File: config.mk
export PLATFORM = sky130hd
export DESIGN_NAME = elc3_wait_timer
export DESIGN_NICKNAME = d
export VERILOG_FILES = /design/src/rtl/elc3_soc_sysid_checker_pkg.sv /design/src/rtl/elc3_soc_sysid_checker_wait_timer.sv
export SDC_FILE = /design/constraint.sdc
export NUM_CORES = 1
export LEC_CHECK = 0
export BUFFER_PORTS_ARGS = -buffer_cell sky130_fd_sc_hd__clkbuf_2
export CORE_MARGIN = 4
export CORE_UTILIZATION = 45
export CTS_CLUSTER_DIAMETER = 50
export DETAILED_ROUTE_END_ITERATION = 8
export HOLD_SLACK_MARGIN = 0.05
export PLACE_DENSITY = 0.69
export SETUP_SLACK_MARGIN = 0.4
export SYNTH_ARGS = -nofsm -noshare
export SYNTH_HDL_FRONTEND = slang
export SYNTH_SLANG_ARGS = --single-unit
File: constraint.sdc
create_clock -name clk -period 1.9 [get_ports clk]
set_clock_uncertainty 0.15 [all_clocks]
set_input_delay 0.19 -clock clk [delete_from_list [all_inputs] [get_ports clk]]
set_output_delay 0.19 -clock clk [all_outputs]
set_load 0.01 [all_outputs]
File: src/rtl/elc3_soc_sysid_checker_pkg.sv
// Shared types and constants for the system-ID build checker.
package elc3_sysid_pkg;

    typedef enum logic [2:0] {
        ST_IDLE    = 3'd0,
        ST_RD_ID   = 3'd1,
        ST_RD_TS   = 3'd2,
        ST_COMPARE = 3'd3,
        ST_DONE    = 3'd4
    } state_e;

    localparam logic SYSID_ADDR_ID = 1'b0;
    localparam logic SYSID_ADDR_TS = 1'b1;

    localparam logic [31:0] DEFAULT_EXPECTED_ID = 32'd0;
    localparam logic [31:0] DEFAULT_EXPECTED_TS = 32'd1493141956;

    localparam int WAIT_CNT_W  = 16;
    localparam int RETRY_CNT_W = 5;

endpackage

File: src/rtl/elc3_soc_sysid_checker_wait_timer.sv
// Stall counter for one read attempt; tc fires on the LIMIT-th consecutive stalled cycle.
module elc3_wait_timer #(
    parameter int LIMIT = 255
) (
    input  logic clk,
    input  logic rst_n,
    input  logic load,
    input  logic en,
    output logic tc
);
    import elc3_sysid_pkg::*;

    localparam logic [WAIT_CNT_W-1:0] LAST = WAIT_CNT_W'(LIMIT - 1);

    logic [WAIT_CNT_W-1:0] count_q;
    logic [WAIT_CNT_W-1:0] count_d;

    assign tc = en && (count_q == LAST);

    always_comb begin
        count_d = count_q;
        if (load) begin
            count_d = '0;
        end else if (en) begin
            count_d = count_q + 1'b1;
        end
    end

    always_ff @(posedge clk or negedge rst_n) begin
        if (!rst_n) begin
            count_q <= '0;
        end else begin
            count_q <= count_d;
        end
    end

endmodule

==> impl_results.md <==
- Clock tree buffer depth: 2
- Worst reg2reg path endpoint: count_q[15]
- Vias post-DR: 737
- Chip Height: 51.8 um
- Reg2Reg Depth: 6
- Post-synthesis xor/xnor area fraction: 0.101
- Outcome: completed
- Worst path cell trace: or4_4 > nor3_2 > buf_2
- Layout Nets: 118
- Congestion Overflow GR: 0
- CP Capture Type: primary output
- DRT Pass-1 Iters: 4
- RSZ-0062 raised after global routing: yes
- Setup TNS: 0 ns
- CTS tree: yes
- Syn_area_per_cell: 9.61 sq um
- FF+latch count, synth: 16
- Max VDD drop: 460 uV
- Gr usage total: 0.180
- Vias in the first global route: 734
- Hold path endpoint: count_q[1]
- Hold Path Stages: 2
- Mapped Area: 865 sq um
- Post-synth ARST share: 1.00
- Simple-gate share of the synthesized area: 0.260
- Largest net degree at the start of global routing: 18
- Row count: 15
- Core area: 1760 sq um
- Worst Hold Class: in -> reg
- P_leak: between 0.5 and 0.6 nW
- DIE WIDTH: 51.8 um
- Post-layout instance area: approximately 1200 sq um
- # DRC: 0
- Final setup margin: 0.00252 ns
- Sequential share of the synthesized area: 0.463
- Biggest regs: count_q (16)
- Pre-CTS setup slack: 0.207 ns
- Fin. Hold Viols: 0
- Slew Viols, Final: 0
- Post-layout utilization of the core: 0.693
- Antenna violation net count after detailed routing: 0
- Drt total wl: approximately 2.1 mm
- Largest Register: count_q
- Worst Hold Launch: en
- CP delay by family, top: simple AND/OR/NAND/NOR gates
- Crit path launch type: flip-flop
- Die area: 2690 sq um
- Max-cap violations: 0
- Wire per inst: 15.5 um
- WS Path Type: reg -> out
- Worst slew pin tran: just under 0.4 ns
- Dpl cell area: ~900 sq um
- Clk_lat worst skew: ~0.29 ns
- Buffers added on ports: 4
- Share of cells above drive strength 1: 0.432
- GP Congestion: 0.802
- Ant. Diodes: 0
- Most common cell after layout, fill and taps aside: nor2_1
- Post-synthesis mux area share: 0.0260
- Max reg flops: 16
- Syn_nets: 96
- Yosys warns: 0
- Initial antenna violation count: 0
- Req. time, crit path: 1.56 ns
- CP arrival: between 1.5 and 2 ns
- Min Tclk post-route: roughly 1.9 ns
- Root buf cell: clkbuf_4
- Unique cell type count in the Yosys netlist: 27
- H-Tree Level Count: 1
- Worst-path fanout max: 2
- Starting Density: 0.490
- Power Density: between 500 and 600 nW/um^2
- CTS Buf Count: 3
- Count of final setup violators: 0
- First-pass GRT wire length: 3.40 mm
- Fmax: 527 MHz
- Synthesized instance count: 90
- Worst r2r src: count_q[8]
- Top Ports: 5
- HPWL after detailed placement: 1.13 mm
- Filler cells: 132
- Hold Worst Slack: 0.106 ns
- Post-synth top flop: dfrtp_1
- CTS Sinks: 16
- Post-synth EDFFs: 0
- Largest family of logic cells by synthesized area: simple AND/OR/NAND/NOR gates
- Vias/cell: 5.42
- Clock transition at path regs: around 0.10 ns
- Bufs and invs on worst path: 1
- Compound-Gate Fraction of Synth Area: 0.0796
- Crit share post-route: 0.999
- Commonest non-fill, non-tap cells in the layout: nor2_1 (14), dfrtp_1 (12), buf_4 (10), xnor2_1 (8)
- CP max stage delay: ~0.52 ns
- Synth Area in Adders: 0.0289
- Worst relative slew slack: 0.736
- Area added between synthesis and finish: 41.4%
- Starting DRC count in detailed routing: 14
- Critical path's slowest cell: or4_4
- Setup slack, reg-to-reg: 0.17 ns
worst max path at each step:
| stage | startpoint | end | slack (ns) | cells after the start |
|---|---|---|---|---|
| after detailed placement | count_q[0] | tc | 0.21 | 6 |
| after CTS | count_q[9] | tc | -0.001 | 3 |
| after global placement | count_q[0] | tc | 0.28 | 6 |
| after floorplan | count_q[0] | count_q[12] | 0.39 | 5 |
| final | count_q[8] | tc | 0.003 | 3 |
| after global routing | count_q[0] | tc | -0.1 | 6 |
Yosys cell counts, types with 2 or more instances:
master	n	area (sq um)
a21oi_1	3	15.0
dfrtp_1	16	400
ha_1	2	25.0
inv_1	5	18.8
mux2_2	2	22.5
nand2_1	4	15.0
nand3_1	3	15.0
nand4_1	4	25.0
nor2_1	16	60.1
nor2b_1	2	12.5
nor3_1	6	30.0
nor4_1	2	12.5
o21ai_0	2	10.0
or3_1	2	12.5
xnor2_1	8	70.1
xor2_1	2	17.5
power breakdown:
| part | internal [mW] | leakage, nW | switching (mW) | total (mW) |
|---|---|---|---|---|
| Sequential | 0.345 | 0.215 | 0.00409 | 0.349 |
| Combinational | 0.0258 | 0.290 | 0.0350 | 0.0607 |
| Clock | 0.117 | 0.0210 | 0.116 | 0.233 |
| Total | 0.488 | 0.526 | 0.155 | 0.642 |
layer usage:
| metal | wire [um] | track usage | vias up |
|---|---|---|---|
| li1 | - | - | 354 |
| met1 | 866 | 0.206 | 357 |
| met2 | 1090 | 0.291 | 19 |
| met3 | 70 | 0.0315 | 7 |
| met4 | 73 | 0.144 | 0 |
| met5 | 0 | 0 | - |
cell families after synthesis:
family          after synthesis
simple gates                 43
flops                        16
compound gates                9
fa+ha+maj                     2
buf+inv                       8
mux                           2
xor+xnor                     10
metrics by stage:
stage | instances | power (mW)
2_1_floorplan | 90 | 0.380
3_3_place_gp | 117 | 0.393
5_1_grt | 136 | 0.671
3_5_place_dp | 117 | 0.395
4_1_cts | 131 | 0.644
6_report | 136 | 0.642
cell type report:
class	instances	area [sq um]	share of cell area
well taps	25	31.3	0.0256
inverters	5	22.5	0.0184
flip-flops and latches	16	405	0.332
multi-input cells	66	567	0.464
repair buffers	20	160	0.131
clock buffers	4	36.3	0.0297
repair_timing:
item	4_1_cts	5_1_grt
resized for setup	15	17
gates cloned	0	0
setup endpoints to repair	9	10
endpoints found under the hold margin	17	0
pin swaps	10	7
hold buffers	2	0
setup buffers	8	5
(Power assumes the default switching activity.)
